[src/rtl/hazard_scoreboard.sv]
// hazard_scoreboard: ID-stage interlock for load and multi-cycle results (RAW, WAW, MC structural).
// Define HAZARD_STALL_CNT_EN to add a wrapping stall-cycle counter on stall_cnt_o; otherwise it reads 0.
module hazard_scoreboard #(
    parameter int MC_LAT = 4,
    parameter int LD_LAT = 1
) (
    input  logic        clk_i,
    input  logic        rst_i,
    input  logic        id_valid_i,
    input  logic [4:0]  RSaddr_i,
    input  logic [4:0]  RTaddr_i,
    input  logic        use_rs_i,
    input  logic        use_rt_i,
    input  logic        RegWrite_i,
    input  logic [4:0]  Regdst_i,
    input  logic        is_load_i,
    input  logic        is_mc_i,
    output logic        stall_o,
    output logic        mc_busy_o,
    output logic [31:0] pending_o,
    output logic [31:0] stall_cnt_o
);

    localparam logic [2:0] MC_L = 3'(MC_LAT);
    localparam logic [2:0] LD_L = 3'(LD_LAT);

    // Entry 0 is held at zero so r0 reads as never pending.
    logic [2:0] cnt_q [32];
    logic [2:0] cnt_d [32];
    logic [2:0] mc_cnt_q;
    logic [2:0] mc_cnt_d;
    logic [2:0] lat;
    logic       raw;
    logic       waw;
    logic       str;
    logic       issue;

    always_comb begin
        lat = 3'd0;
        if (is_mc_i) begin
            lat = MC_L;
        end else if (is_load_i) begin
            lat = LD_L;
        end
    end

    assign raw = (use_rs_i && (cnt_q[RSaddr_i] != 3'd0)) ||
                 (use_rt_i && (cnt_q[RTaddr_i] != 3'd0));
    assign waw = RegWrite_i && (Regdst_i != 5'd0) && (cnt_q[Regdst_i] > lat);
    assign str = is_mc_i && (mc_cnt_q != 3'd0);

    assign stall_o   = id_valid_i && (raw || waw || str);
    assign issue     = id_valid_i && !stall_o;
    assign mc_busy_o = (mc_cnt_q != 3'd0);

    always_comb begin
        cnt_d[0] = 3'd0;
        for (int r = 1; r < 32; r++) begin
            cnt_d[r] = (cnt_q[r] != 3'd0) ? (cnt_q[r] - 3'd1) : 3'd0;
            if (issue && RegWrite_i && (lat != 3'd0) && (Regdst_i == 5'(r))) begin
                cnt_d[r] = lat;
            end
        end
    end

    always_comb begin
        mc_cnt_d = (mc_cnt_q != 3'd0) ? (mc_cnt_q - 3'd1) : 3'd0;
        if (issue && is_mc_i) begin
            mc_cnt_d = MC_L;
        end
    end

    always_comb begin
        pending_o[0] = 1'b0;
        for (int r = 1; r < 32; r++) begin
            pending_o[r] = (cnt_q[r] != 3'd0);
        end
    end

    always_ff @(posedge clk_i or negedge rst_i) begin
        if (!rst_i) begin
            for (int r = 0; r < 32; r++) begin
                cnt_q[r] <= 3'd0;
            end
            mc_cnt_q <= 3'd0;
        end else begin
            for (int r = 0; r < 32; r++) begin
                cnt_q[r] <= cnt_d[r];
            end
            mc_cnt_q <= mc_cnt_d;
        end
    end

`ifdef HAZARD_STALL_CNT_EN
    logic [31:0] stall_cnt_q;
    logic [31:0] stall_cnt_d;

    assign stall_cnt_d = stall_o ? (stall_cnt_q + 32'd1) : stall_cnt_q;

    always_ff @(posedge clk_i or negedge rst_i) begin
        if (!rst_i) begin
            stall_cnt_q <= 32'd0;
        end else begin
            stall_cnt_q <= stall_cnt_d;
        end
    end

    assign stall_cnt_o = stall_cnt_q;
`else
    assign stall_cnt_o = 32'd0;
`endif

endmodule

[config.mk]
export PLATFORM = sky130hd
export DESIGN_NAME = hazard_scoreboard
export DESIGN_NICKNAME = d
export VERILOG_FILES = /design/src/rtl/hazard_scoreboard.sv
export SDC_FILE = /design/constraint.sdc
export NUM_CORES = 1
export LEC_CHECK = 0
export ABC_CLOCK_PERIOD_IN_PS = 5900
export CAP_MARGIN = 30
export CORE_MARGIN = 2
export CORE_UTILIZATION = 42
export DETAILED_ROUTE_END_ITERATION = 7
export GPL_ROUTABILITY_DRIVEN = 0
export PLACE_DENSITY_LB_ADDON = 0.12
export SYNTH_ARGS = -nofsm -noshare
export SYNTH_HDL_FRONTEND = slang
export SYNTH_SLANG_ARGS = --single-unit
[constraint.sdc]
create_clock -name clk_i -period 5.9 [get_ports clk_i]
set_input_delay 1.18 -clock clk_i [delete_from_list [all_inputs] [get_ports clk_i]]
set_output_delay 1.18 -clock clk_i [all_outputs]
set_load 0.005 [all_outputs]
After elaboration in Yosys (flattened, before gate mapping):

Index checks and enable logic that the tools add are counted.

* register bits: 96
* input port bits: 23
* output and inout port bits: 66
* logic and storage cells: 258

* add/sub/neg operators: 32
* $lt $le $gt $ge: 4
* equal/unequal tests: 31
* muxes and demuxes: 75
* bitwise logic cells: 3
* reduce and logical (&&, ||, !) cells: 81

Operators by type and width (number)
* two-way mux 3 bit: 71
* nonzero test 3 bit: 35
* subtractor 3 x 1 -> 3 bit (second input constant): 32
* == test 5 bit (second input constant): 16
* binary-select mux 3 bit (select 5 bit): 3
* logical AND 1 bit: 41
* == test 5 x 4 -> 1 bit (second input constant): 8
* == test 5 x 3 -> 1 bit (second input constant): 4
* greater-or-equal comparator 6 bit (second input constant): 3
* inverter 5 -> 6 bit: 3
* == test 5 x 2 -> 1 bit (second input constant): 2
* == test 5 x 1 -> 1 bit (second input constant): 1
* nonzero test 5 bit: 1
* greater-than comparator 3 bit: 1
* logical OR 1 bit: 3
* zero test 1 bit: 1
* two-way mux 1 bit: 1

Logic depth before layout (Yosys ltp):

* word-level depth: 16
* mapped depth: 19
* gate-level depth less buffers: 15

Worst setup path before layout:

OpenSTA, ideal clock, no wires.

* kind: input to output
* start point: input Regdst_i[0]
* end point: output stall_o
* arrival time: 4.446 ns
* data required time: 4.720 ns
* slack: 0.274 ns
* stages: 15
* path buffers: 4
* path through: buf_6 -> buf_4 -> buf_2 -> mux4_2 -> mux4_2 -> nand2_1 -> o21ai_0 -> ha_1 -> and2_1 -> o221ai_1 -> nor4b_1 -> a221oi_2 -> nor3_4 -> buf_6 -> a41oi_1

* cells in the longest elaborated chain, start to end: 9
* elaborated cells between the ends (all ways): 11
* classes of those cells: order compare (1); mux (3); bitwise (1); reduce/logical (6)

Ends and longest elaborated chain
* start: declaration: RTL line 15 `input logic [4:0] Regdst_i,`
* inverter 5 -> 6 bit (implied by the code): RTL line 49 `assign waw = RegWrite_i && (Regdst_i != 5'd0) && (cnt_q[Regdst_i] > lat);`
* binary-select mux 3 bit (select 5 bit): RTL line 49
* two-way mux 3 bit (implied by the code) (2 in a row): RTL line 49
* greater-than comparator 3 bit: RTL line 49
* logical AND 1 bit (*): RTL line 49
* logical OR 1 bit (*) (2 in a row): RTL line 52 `assign stall_o = id_valid_i && (raw || waw || str);`
* logical AND 1 bit (*): RTL line 52
* end: declaration: RTL line 18 `output logic stall_o,`

Mark *: on every way between the ends. The rest lies on a longest branch, timed or not. The select of a mux whose other input is x is not followed.

Worst setup path after layout:

Ends and elaborated chain as after synthesis.

==> results.json <==
{
  "synth_top_cell_by_area": "dfrtp_1",
  "worst-r2r-cell-count": 14,
  "postCtsSetupRepairBufs": 0,
  "drive_gt1_frac": 0.176,
  "hold_end": "mc_cnt_q[0]",
  "worstSetupPathType": "in -> out",
  "antenna_left": 0,
  "rsz0062_at_grt": "no",
  "p_comb_frac": 0.328,
  "fin_util": 0.488,
  "path_buf_inv": 4,
  "min_path_type": "reg -> reg",
  "finalHoldViolCount": 0,
  "post-route-min-period_ns": 5.49,
  "worstSetupEndpointType": "output port",
  "clock_path_buffers": 2,
  "clk_latency_ns": 0.37,
  "reg2reg_from": "cnt_q[71]",
  "postCtsHoldBufs": 0,
  "power_frac_seq": 0.385,
  "cp_cell_sequence": "buf_2 > buf_12 > buf_4 > mux2_2 > a22o_1 > mux4_2 > mux2i_1 > ha_1 > nor2b_1 > o221ai_2 > nor4b_2 > a221oi_2 > nor3_4 > a41oi_2 > dlymetal6s2s_1",
  "num_vias": 6469,
  "final_nets": 969,
  "wirelength_microns": 23000,
  "place_hpwl_microns": 17200,
  "startpoint_type": "input port",
  "drv_cap": 0,
  "p_int_w": 0.00140,
  "finalSetupViolations": 0,
  "worst_ep_arrival_time_ns": 4.31,
  "drc": 0,
  "grt_pass1_wl_microns": 36700,
  "dp_cells": 1097,
  "fmax_mhz": 182,
  "ff2ff_setup_slack_ns": 1.69,
  "post-route-period-util": 0.931,
  "synth-main-ff-cell": "dfrtp_1",
  "syn_area_sq_um": 7580,
  "core_region_area_sq_um": 17800,
  "synth_top_area_frac": 0.317,
  "final_common_cell": "inv_1",
  "syn_area_per_cell_sq_um": 9.26,
  "power_frac_clock": 0.287,
  "initial_core_util": 0.425,
  "drtPass1Iterations": 5,
  "syn_to_final_growth_pct": 14.8,
  "clockRootBuffer": "clkbuf_16",
  "synth_area_leaders": "dfrtp_1 (32%), ha_1 (11%), mux2_2 (9.1%), mux4_2 (5.9%), inv_1 (5.1%)",
  "clock_skew_ns": 0.00663,
  "cp_top_family": "multiplexers",
  "synth_edf_count": 0,
  "io_buffers": 55,
  "min_path_cells": 1,
  "async_flop_share": 1.00,
  "critical_path.max_stage_delay_ns": 0.46,
  "io_pins": 89,
  "layout.cells.non_filler": 1114,
  "tns_ns": 0,
  "fp.dieW_microns": 138,
  "ys_seq_area_frac": 0.317,
  "max_slew_margin": 0.565,
  "rows": 49,
  "syn_inst": 818,
  "p_per_area_nw_per_um2": 249,
  "fp.dieArea_sq_um": 19100,
  "antenna_found_initial": 0,
  "required_ns": 4.72,
  "htree_levels": 3,
  "layout_common_cells": "inv_1 (103), nor2_1 (100), dfrtp_1 (96)",
  "fp.dieH_microns": 138,
  "p_sw_w": 0.000761,
  "cts_buffers": 9,
  "rr_endpoint": "cnt_q[18]",
  "tritoncts": "built",
  "grt_max_degree": 51,
  "ys_seq_elements": 96,
  "grt_pass1_vias": 6459,
  "diodes": 0,
  "cts.sinks": 96,
  "yosysWarnings": 0,
  "irDropWorstVdd_uv": 159,
  "hp-start": "mc_cnt_q[0]",
  "worst_pin_slew_ns": 0.652,
  "synth_cell_types": 59,
  "wire_per_inst_microns": 20.7,
  "clk_pin_slew_ns": 0.07,
  "p_leak_nw": 4.34,
  "post_drt_via_cell_ratio": 5.81,
  "grt_usage": 0.245,
  "swShare": 0.352,
  "finalPower_w": 0.00216,
  "drtIter0Drc": 612,
  "status": "finished clean",
  "slew_viol_final": 0,
  "grt_overflow": 0,
  "crit_slowest_cell": "mux4_2",
  "crit_fanout": 11
}
-- worst register-to-register path, cell delays in order, from the launching register on --
cell      delay (ns)
dfrtp_1         0.46
mux4_2          0.49
nor2b_1         0.15
a31o_2          0.22
a221oi_2        0.23
o21ai_1         0.10
ha_1            0.30
and2_1          0.18
o221ai_2        0.11
nor4b_2         0.32
a221oi_2        0.11
nor3_4          0.20
buf_4           0.51
and4_1          0.38
mux2_2          0.35
-- power groups by stage --
stage	logic (W)	clock network [W]	registers, W
floorplan	0.000430	0	0.000793
global placement	0.000679	0	0.000836
detailed placement	0.000700	0	0.000840
CTS	0.000706	0.000634	0.000827
global route	0.000787	0.000662	0.000840
finish	0.000709	0.000621	0.000832
-- metrics by stage --
stage | setup slack, ns | instance area, sq um | hold WS (ns)
floorplan | 0.274 | 7700 | 0.416
global placement | -0.219 | 8330 | 0.439
detailed placement | -0.289 | 8330 | 0.448
CTS | 0.0322 | 8640 | 0.458
global route | 0.232 | 8700 | 0.504
finish | 0.406 | 8700 | 0.458
-- registers in the layout (all words and copies together) (netlist names) --
| register | count |
|---|---|
| mc_cnt_q | 3 |
| cnt_q | 93 |
-- area by class of cell --
| class | count | area (sq um) |
|---|---|---|
| tap | 229 | 287 |
| sequential | 96 | 2400 |
| clock inverter | 5 | 55.1 |
| multi-input combinational | 585 | 4520 |
| clock buffer | 11 | 253 |
| fill | 1673 | 9140 |
| inverter | 104 | 390 |
| timing repair buffer | 84 | 795 |
-- how the worst max path moves through the flow --
stage	startpoint	to	slack (ns)	depth (start not counted)
after floorplan	Regdst_i[0]	stall_o	0.27	15
after global placement	Regdst_i[1]	stall_o	-0.22	15
after detailed placement	Regdst_i[1]	stall_o	-0.29	15
after CTS	Regdst_i[0]	stall_o	0.03	15
after global routing	Regdst_i[0]	stall_o	0.23	15
final	Regdst_i[0]	stall_o	0.41	15
-- cells in the mapped netlist (all sizes together) (14+ instances only) --
library cell	number
clkbuf	14
nor4	20
mux2	64
dfrtp	96
ha	66
nor2	100
inv	103
buf	51
a21boi	28
nand4	28
nand2	83
nor3	26
mux4	20
-- layer usage --
metal,up-vias,GRT usage,routed length [microns]
li1,2861,-,-
met1,3232,0.330,9660
met2,318,0.394,10800
met3,58,0.0436,1780
met4,0,0.0999,820
met5,-,0,0
-- repair_timing --
action | 4_1_cts | 5_1_grt
pin swaps | 0 | 1
endpoints found under the hold margin | 0 | 0
resized for setup | 4 | 7
gates cloned | 0 | 1
endpoints found under the setup margin | 1 | 1
-- logic make-up (layout without fill, tap and decap cells) --
logic type	after synthesis	count (layout)	share of synthesized area
adder cells (fa/ha/maj)	66	66	0.109
AND/OR/NAND/NOR	303	303	0.210
other	1	33	0.000495
buffers and inverters	169	204	0.108
AO/OA/AOI/OAI	93	93	0.0925
multiplexers	90	90	0.162
flip-flops	96	96	0.317
Power figures use the tool's default switching activity.
